File: config.mk
export PLATFORM = sky130hd
export DESIGN_NAME = fwd_ctrl_flat
export DESIGN_NICKNAME = d
export VERILOG_FILES = /design/src/rtl/fwd_ctrl_if.sv /design/src/rtl/fwd_ctrl.sv /design/src/flat_wrapper.sv
export SDC_FILE = /design/constraint.sdc
export NUM_CORES = 1
export LEC_CHECK = 0
export ABC_AREA = 1
export BUFFER_PORTS_ARGS = -buffer_cell sky130_fd_sc_hd__buf_2
export CAP_MARGIN = 25
export CORE_MARGIN = 2
export CORE_UTILIZATION = 52
export CTS_CLUSTER_SIZE = 16
export DETAILED_ROUTE_END_ITERATION = 10
export GPL_ROUTABILITY_DRIVEN = 0
export GPL_TIMING_DRIVEN = 1
export HOLD_SLACK_MARGIN = 0.05
export PLACE_DENSITY = 0.78
export SLEW_MARGIN = 20
export SYNTH_ARGS = -nofsm -noshare
export SYNTH_HDL_FRONTEND = slang
export SYNTH_SLANG_ARGS = --single-unit
File: constraint.sdc
create_clock -name clk -period 2.9 [get_ports clk]
set_input_delay 0 -clock clk [delete_from_list [all_inputs] [get_ports clk]]
set_output_delay 0 -clock clk [all_outputs]
set_load 0.02 [all_outputs]
File: src/rtl/fwd_ctrl_if.sv
// fwd_ctrl_if: bundle between the decode/issue logic and the forwarding
// controller.
//   ID-side inputs   : pipe_adv, flush, id_valid, id_rs1/rs2_addr,
//                      id_rs1/rs2_ren, id_rd_addr, id_rd_wen, id_is_load
//   controller output: ex_rs1_src, ex_rs2_src (registered EX operand mux
//                      selects), load_use_stall (combinational),
//                      wb_valid/wb_rd/wb_wen/wb_is_load (WB tracking slot,
//                      for observing the retiring write)
// master = pipeline control driving ID info, slave = fwd_ctrl.
interface fwd_ctrl_if;
  logic       pipe_adv;
  logic       flush;
  logic       id_valid;
  logic [4:0] id_rs1_addr;
  logic [4:0] id_rs2_addr;
  logic       id_rs1_ren;
  logic       id_rs2_ren;
  logic [4:0] id_rd_addr;
  logic       id_rd_wen;
  logic       id_is_load;
  logic [1:0] ex_rs1_src;
  logic [1:0] ex_rs2_src;
  logic       load_use_stall;
  logic       wb_valid;
  logic [4:0] wb_rd;
  logic       wb_wen;
  logic       wb_is_load;

  modport master (
    output pipe_adv, flush, id_valid, id_rs1_addr, id_rs2_addr,
           id_rs1_ren, id_rs2_ren, id_rd_addr, id_rd_wen, id_is_load,
    input  ex_rs1_src, ex_rs2_src, load_use_stall,
           wb_valid, wb_rd, wb_wen, wb_is_load
  );

  modport slave (
    input  pipe_adv, flush, id_valid, id_rs1_addr, id_rs2_addr,
           id_rs1_ren, id_rs2_ren, id_rd_addr, id_rd_wen, id_is_load,
    output ex_rs1_src, ex_rs2_src, load_use_stall,
           wb_valid, wb_rd, wb_wen, wb_is_load
  );
endinterface

File: src/rtl/fwd_ctrl.sv
// fwd_ctrl: operand-forwarding and load-use hazard controller for a
// 4-stage ID->EX->ME->WB pipeline.
//   clk   : pipeline clock
//   rst_n : asynchronous active-low reset
//   bus   : fwd_ctrl_if.slave (ID instruction info in, EX operand selects,
//           load-use stall and WB-slot observation out)
// Operand select encoding: 00 regfile, 01 ME result, 10 WB data.
module fwd_ctrl (
  input  logic         clk,
  input  logic         rst_n,
  fwd_ctrl_if.slave    bus
);

  logic       r_ex_valid, r_ex_wen, r_ex_is_load;
  logic [4:0] r_ex_rd;
  logic       r_me_valid, r_me_wen, r_me_is_load;
  logic [4:0] r_me_rd;
  logic       r_wb_valid, r_wb_wen, r_wb_is_load;
  logic [4:0] r_wb_rd;
  logic [1:0] r_rs1_src, r_rs2_src;

  logic       w_stall;
  logic       w_bubble;
  logic [1:0] w_rs1_sel, w_rs2_sel;

  // Select for one source, evaluated against the slots before they shift.
  // A load still in EX cannot forward (that case stalls instead); a load in
  // ME will be in WB when the consumer executes, so it takes the WB path.
  function automatic logic [1:0] src_sel(
    input logic       ren,
    input logic [4:0] addr,
    input logic       ex_valid,
    input logic       ex_wen,
    input logic       ex_is_load,
    input logic [4:0] ex_rd,
    input logic       me_valid,
    input logic       me_wen,
    input logic [4:0] me_rd
  );
    src_sel = 2'b00;
    if (ren && (addr != 5'd0)) begin
      if (ex_valid && ex_wen && !ex_is_load && (ex_rd == addr))
        src_sel = 2'b01;
      else if (me_valid && me_wen && (me_rd == addr))
        src_sel = 2'b10;
    end
  endfunction

  always_comb begin
    w_stall = bus.id_valid & ~bus.flush & r_ex_valid & r_ex_wen &
              r_ex_is_load & (r_ex_rd != 5'd0) &
              ((bus.id_rs1_ren & (bus.id_rs1_addr == r_ex_rd)) |
               (bus.id_rs2_ren & (bus.id_rs2_addr == r_ex_rd)));
    w_bubble  = bus.flush | w_stall;
    w_rs1_sel = src_sel(bus.id_rs1_ren, bus.id_rs1_addr,
                        r_ex_valid, r_ex_wen, r_ex_is_load, r_ex_rd,
                        r_me_valid, r_me_wen, r_me_rd);
    w_rs2_sel = src_sel(bus.id_rs2_ren, bus.id_rs2_addr,
                        r_ex_valid, r_ex_wen, r_ex_is_load, r_ex_rd,
                        r_me_valid, r_me_wen, r_me_rd);
  end

  always_ff @(posedge clk or negedge rst_n) begin
    if (!rst_n) begin
      r_ex_valid   <= 1'b0;
      r_ex_wen     <= 1'b0;
      r_ex_is_load <= 1'b0;
      r_ex_rd      <= 5'd0;
      r_me_valid   <= 1'b0;
      r_me_wen     <= 1'b0;
      r_me_is_load <= 1'b0;
      r_me_rd      <= 5'd0;
      r_wb_valid   <= 1'b0;
      r_wb_wen     <= 1'b0;
      r_wb_is_load <= 1'b0;
      r_wb_rd      <= 5'd0;
      r_rs1_src    <= 2'b00;
      r_rs2_src    <= 2'b00;
    end else if (bus.pipe_adv) begin
      // ME -> WB boundary
      r_wb_valid   <= r_me_valid;
      r_wb_wen     <= r_me_wen;
      r_wb_is_load <= r_me_is_load;
      r_wb_rd      <= r_me_rd;
      // EX -> ME boundary
      r_me_valid   <= r_ex_valid;
      r_me_wen     <= r_ex_wen;
      r_me_is_load <= r_ex_is_load;
      r_me_rd      <= r_ex_rd;
      // ID -> EX boundary: flush or load-use hazard inserts a bubble
      if (w_bubble) begin
        r_ex_valid   <= 1'b0;
        r_ex_wen     <= 1'b0;
        r_ex_is_load <= 1'b0;
        r_ex_rd      <= 5'd0;
        r_rs1_src    <= 2'b00;
        r_rs2_src    <= 2'b00;
      end else begin
        r_ex_valid   <= bus.id_valid;
        r_ex_wen     <= bus.id_rd_wen;
        r_ex_is_load <= bus.id_is_load;
        r_ex_rd      <= bus.id_rd_addr;
        r_rs1_src    <= w_rs1_sel;
        r_rs2_src    <= w_rs2_sel;
      end
    end
  end

  assign bus.ex_rs1_src     = r_rs1_src;
  assign bus.ex_rs2_src     = r_rs2_src;
  assign bus.load_use_stall = w_stall;
  assign bus.wb_valid       = r_wb_valid;
  assign bus.wb_rd          = r_wb_rd;
  assign bus.wb_wen         = r_wb_wen;
  assign bus.wb_is_load     = r_wb_is_load;

endmodule

File: src/flat_wrapper.sv
// flat-port wrapper written by rule: the top's interface ports become plain ports
module fwd_ctrl_flat 
  (clk, rst_n, bus_pipe_adv, bus_flush, bus_id_valid, bus_id_rs1_addr, bus_id_rs2_addr, bus_id_rs1_ren, bus_id_rs2_ren, bus_id_rd_addr, bus_id_rd_wen, bus_id_is_load, bus_ex_rs1_src, bus_ex_rs2_src, bus_load_use_stall, bus_wb_valid, bus_wb_rd, bus_wb_wen, bus_wb_is_load);
  fwd_ctrl_if bus_i ();
  input  logic clk;
  input  logic rst_n;
  input wire logic [$bits(bus_i.pipe_adv)-1:0] bus_pipe_adv;
  input wire logic [$bits(bus_i.flush)-1:0] bus_flush;
  input wire logic [$bits(bus_i.id_valid)-1:0] bus_id_valid;
  input wire logic [$bits(bus_i.id_rs1_addr)-1:0] bus_id_rs1_addr;
  input wire logic [$bits(bus_i.id_rs2_addr)-1:0] bus_id_rs2_addr;
  input wire logic [$bits(bus_i.id_rs1_ren)-1:0] bus_id_rs1_ren;
  input wire logic [$bits(bus_i.id_rs2_ren)-1:0] bus_id_rs2_ren;
  input wire logic [$bits(bus_i.id_rd_addr)-1:0] bus_id_rd_addr;
  input wire logic [$bits(bus_i.id_rd_wen)-1:0] bus_id_rd_wen;
  input wire logic [$bits(bus_i.id_is_load)-1:0] bus_id_is_load;
  output wire logic [$bits(bus_i.ex_rs1_src)-1:0] bus_ex_rs1_src;
  output wire logic [$bits(bus_i.ex_rs2_src)-1:0] bus_ex_rs2_src;
  output wire logic [$bits(bus_i.load_use_stall)-1:0] bus_load_use_stall;
  output wire logic [$bits(bus_i.wb_valid)-1:0] bus_wb_valid;
  output wire logic [$bits(bus_i.wb_rd)-1:0] bus_wb_rd;
  output wire logic [$bits(bus_i.wb_wen)-1:0] bus_wb_wen;
  output wire logic [$bits(bus_i.wb_is_load)-1:0] bus_wb_is_load;
  assign bus_i.pipe_adv = bus_pipe_adv;
  assign bus_i.flush = bus_flush;
  assign bus_i.id_valid = bus_id_valid;
  assign bus_i.id_rs1_addr = bus_id_rs1_addr;
  assign bus_i.id_rs2_addr = bus_id_rs2_addr;
  assign bus_i.id_rs1_ren = bus_id_rs1_ren;
  assign bus_i.id_rs2_ren = bus_id_rs2_ren;
  assign bus_i.id_rd_addr = bus_id_rd_addr;
  assign bus_i.id_rd_wen = bus_id_rd_wen;
  assign bus_i.id_is_load = bus_id_is_load;
  assign bus_ex_rs1_src = bus_i.ex_rs1_src;
  assign bus_ex_rs2_src = bus_i.ex_rs2_src;
  assign bus_load_use_stall = bus_i.load_use_stall;
  assign bus_wb_valid = bus_i.wb_valid;
  assign bus_wb_rd = bus_i.wb_rd;
  assign bus_wb_wen = bus_i.wb_wen;
  assign bus_wb_is_load = bus_i.wb_is_load;
  fwd_ctrl u_core (.clk(clk), .rst_n(rst_n), .bus(bus_i));
endmodule
==> impl_summary.md <==
Worst setup path
At the worst endpoint, the arrival time is 1790 ps. Traced cell by cell, the critical path runs through inv_1, nand2_1, nand2_1, nor2_2, nand4_1, nand2_1, nand2_2, inv_1, buf_2. The worst setup path is launched from a flip-flop. The cell family contributing the most delay on the critical path is simple AND/OR/NAND/NOR gates. The required time reported for the critical path endpoint is 2900 ps. The maximum net fanout on the critical path is 13. The critical path contains buffers and inverters numbering 3 combined. The most numerous cell on the critical path is sky130_fd_sc_hd__nand2_1. The worst setup path category is flip-flop to primary output.

STA classifies the critical path endpoint as a primary output. The setup check on the worst reg-to-reg path leaves a slack of 1410 ps. The delay contributed by the slowest stage of the critical path is 490 ps.

The library cell contributing the largest single delay on the critical path is sky130_fd_sc_hd__dfrtp_1.

Timing
At the pin with the least slew margin, the transition time is 799 ps. Setup repair after global routing left no endpoint under its margin. Timing would allow up to 560 MHz.

Across the routed clock network, the largest skew measured is 11.3 ps. The hold violation count in the final report is 0. Measured against its own limit, the worst slew margin works out to approximately 47%. Dividing the final minimum period by the clock period gives 61.6%. The number of max-slew violations in the final report is 0. The final setup TNS is 0 ps. The total setup violations reported at the end of the flow is 0. The final critical delay including setup and external delays is 1790 ps.

Global routing
The number of global-route vias before repair is 1382. The first global-routing pass estimated 6.02 mm of wire. Entering global routing, the biggest net connects 31 pins. The number of antenna violations at the first check in global routing is 0. The total grt overflow is 0. Global routing used 23.0% of the available tracks.

Min path
The class of the worst hold path is primary input to flip-flop.

Clocking
The CTS tree is built. The clock drives 28 sinks. The number of buffers created by CTS is 3.

The root buffer selected by CTS is sky130_fd_sc_hd__clkbuf_4. CTS built an H-tree with a depth of 1. The number of gates resized after CTS was 0. The later pin in the worst-skew pair is clocked with a latency of 330 ps. The maximum count of clock buffers along a single path is 2. Clock-pin slew was measured on the worst setup and hold paths at about 160 ps.

Power
The analysis attributes to cell leakage a power of roughly 1.1 nW. Sequential cells account for 54.8% of the total power. VDD sags by at most between 0.3 and 0.4 mV. The power density relative to cell area is 431 nW/um2.

The net switching fraction of the power is 30.8%. The share of total power dissipated in combinational logic is between 20% and 30%. The clock share of power is 24.0%. The net switching power of the design is 0.251 mW. Cell internal power was estimated by the tool at 0.564 mW.

Route
After detailed routing, the average wire length per cell comes to 11.6 um. The sum of routed wire length over all layers is 3.56 mm. The ratio of routed vias to standard cells is 4.96. After detailed routing, the number of remaining DRC violations is 0. The first detailed-routing pass took 4 iterations.

The residual antenna-violating net count after detailed routing is 0. The first routing iteration left 72 violations. The via count is approximately 1500.

Yosys
The post-synthesis net count is around 260. Averaged over all synthesized cells, the footprint is 6.78 um2. In this run, synthesis produced a sequential element count of 28. The top cell type by area accounts for 44.2% of the synthesized area. In this run, distinct cell masters in the synthesized netlist total 19. The number of warnings reported in the yosys synthesis log is 0.

sky130_fd_sc_hd__dfrtp_1 takes more of the synthesized area than any other cell. The register area share after synthesis is 44.2%. By area the synthesized netlist is led by sky130_fd_sc_hd__dfrtp_1 44%, sky130_fd_sc_hd__nand2_1 22%, sky130_fd_sc_hd__inv_1 7.8%. The post-synthesis instance total is 234.

The post-synth design cell area is 1590 um2.

Layout
The count of inserted antenna diode cells is 0. Of the cells placed in the final design, the portion with a size suffix greater than 1 is 16.0%. The net count of the finished layout is 300. From synthesis to final layout, the design area changed by 19.2%.

Cells fill 63.5% of the core in the end.

Placement
The post-detailed-placement half-perimeter wirelength is 2.64 mm. The number of buffer cells added on primary ports is 36.

Floorplan
The area of the die is 3510 um2. The initial core utilization is a little over half. Measured along the y axis, the die boundary spans about 59 um. After floorplanning, the core was divided into 20 placement rows. The number of placed I/O pins is 37. The area of the core is 2980 um2. The chip width is a little under 60 um.

Run
The max-capacitance violation count is 0.

Outcome
The flow ran to the end, and the final reports show no timing, DRC or antenna violations.
-- cell usage in the layout, fill, tap and decap left out, types with 3 or more instances in the layout --
master                          count
sky130_fd_sc_hd__nor2_1            17
sky130_fd_sc_hd__inv_1             33
sky130_fd_sc_hd__buf_2             36
sky130_fd_sc_hd__clkbuf_4           3
sky130_fd_sc_hd__xnor2_1            4
sky130_fd_sc_hd__nand2_1           92
sky130_fd_sc_hd__dfrtp_1           28
sky130_fd_sc_hd__nand3_1           17
sky130_fd_sc_hd__nand4_1            7
sky130_fd_sc_hd__o21ai_0           18
sky130_fd_sc_hd__dlygate4sd3_1      9
-- path summary, 6_finish.rpt --
kind	from	end	cells after the start
worst max register to register	u_core.r_ex_rd[2]$_DFFE_PN0P_	u_core.r_ex_rd[0]$_DFFE_PN0P_	9
min in group asynchronous	rst_n	u_core.r_me_rd[0]$_DFFE_PN0P_	2
max in group asynchronous	rst_n	u_core.r_ex_rd[1]$_DFFE_PN0P_	2
worst max-delay path	u_core.r_ex_rd[2]$_DFFE_PN0P_	bus_load_use_stall	9
worst min register to register	u_core.bus.wb_rd[1]$_DFFE_PN0P_	u_core.bus.wb_rd[1]$_DFFE_PN0P_	2
worst min-delay path	bus_id_rs2_ren	u_core.bus.ex_rs2_src[0]$_DFFE_PN0P_	5
-- cell families (layout without fill, tap and decap cells) --
group           after synthesis  count (layout)  share of synthesized area [%]
xor+xnor                      5               5                           2.76
buf+inv                      43              84                           11.0
compound gates               21              21                           6.70
simple gates                137             137                           35.3
flops                        28              28                           44.2
-- synth_stat cells --
cell type / count
sky130_fd_sc_hd__buf_6: 1
sky130_fd_sc_hd__nand3_1: 17
sky130_fd_sc_hd__dfrtp_1: 28
sky130_fd_sc_hd__nor2_1: 17
sky130_fd_sc_hd__a31oi_1: 1
sky130_fd_sc_hd__inv_2: 2
sky130_fd_sc_hd__xor2_1: 1
sky130_fd_sc_hd__nand2_2: 1
sky130_fd_sc_hd__buf_4: 1
sky130_fd_sc_hd__xnor2_1: 4
sky130_fd_sc_hd__o21ai_0: 18
sky130_fd_sc_hd__clkbuf_1: 4
sky130_fd_sc_hd__nor2_2: 1
sky130_fd_sc_hd__nand4_1: 7
sky130_fd_sc_hd__buf_2: 2
sky130_fd_sc_hd__nor3_1: 2
sky130_fd_sc_hd__a21oi_1: 2
sky130_fd_sc_hd__inv_1: 33
sky130_fd_sc_hd__nand2_1: 92
-- power by group through the flow --
stage                     Clock (mW)  Combinational [mW]  Sequential [mW]
after floorplan                    0              0.0902            0.466
after global placement             0               0.162            0.454
after detailed placement           0               0.165            0.455
after CTS                      0.199               0.175            0.447
after global routing           0.219               0.197            0.452
final                          0.196               0.173            0.447
-- state kept, by name, summed over array words and instances, names as in the netlist --
register / cells
u_core.r_ex_valid: 1
u_core.r_ex_wen: 1
u_core.r_me_valid: 1
u_core.bus.ex_rs2_src: 2
u_core.bus.wb_rd: 5
u_core.r_me_is_load: 1
u_core.r_ex_rd: 5
u_core.r_me_wen: 1
u_core.r_ex_is_load: 1
u_core.r_me_rd: 5
u_core.bus.ex_rs1_src: 2
u_core.bus.wb_valid: 1
u_core.bus.wb_is_load: 1
u_core.bus.wb_wen: 1
-- final cells by class --
type	instances	area (um2)
fillers	286	1090
multi-input cells	163	711
flip-flops and latches	28	701
repair buffers	45	270
inverters	35	131
well taps	33	41.3
clock buffers	4	36.3
-- metrics by stage --
| stage | hold slack, ps | area, um2 | instances | worst slack (ps) | power [mW] |
|---|---|---|---|---|---|
| finish | 49.0 | 1890 | 308 | 1110 | 0.815 |
| global route | 76.9 | 1890 | 308 | 952 | 0.867 |
| CTS | 56.1 | 1890 | 308 | 1100 | 0.820 |
| detailed placement | 51.2 | 1760 | 295 | 1240 | 0.619 |
| global placement | 45.9 | 1760 | 295 | 1280 | 0.616 |
| floorplan | -296 | 1590 | 234 | 1620 | 0.556 |
-- worst reg2reg max path: stages, from the launching register on --
cell	delay, ps
sky130_fd_sc_hd__dfrtp_1	490
sky130_fd_sc_hd__inv_1	90
sky130_fd_sc_hd__nand2_1	60
sky130_fd_sc_hd__nand2_1	60
sky130_fd_sc_hd__nor2_2	150
sky130_fd_sc_hd__nand4_1	110
sky130_fd_sc_hd__nand2_1	90
sky130_fd_sc_hd__nand2_2	160
sky130_fd_sc_hd__nand3_1	130
sky130_fd_sc_hd__nand2_1	50
-- layer usage --
| metal | GRT usage (%) | up-vias | share of wire, % |
|---|---|---|---|
| li1 | - | 799 | - |
| met1 | 30.5 | 687 | 46 |
| met2 | 38.9 | 37 | 48 |
| met3 | 2.84 | 4 | 4.3 |
| met4 | 7.47 | 0 | 0.81 |
| met5 | 0 | - | 0 |
-- timing repair --
action,in CTS,in global routing
endpoints found under the setup margin,0,0
hold buffers,9,0
endpoints found under the hold margin,36,0
setup buffers,0,0
Power figures use the tool's default switching activity.
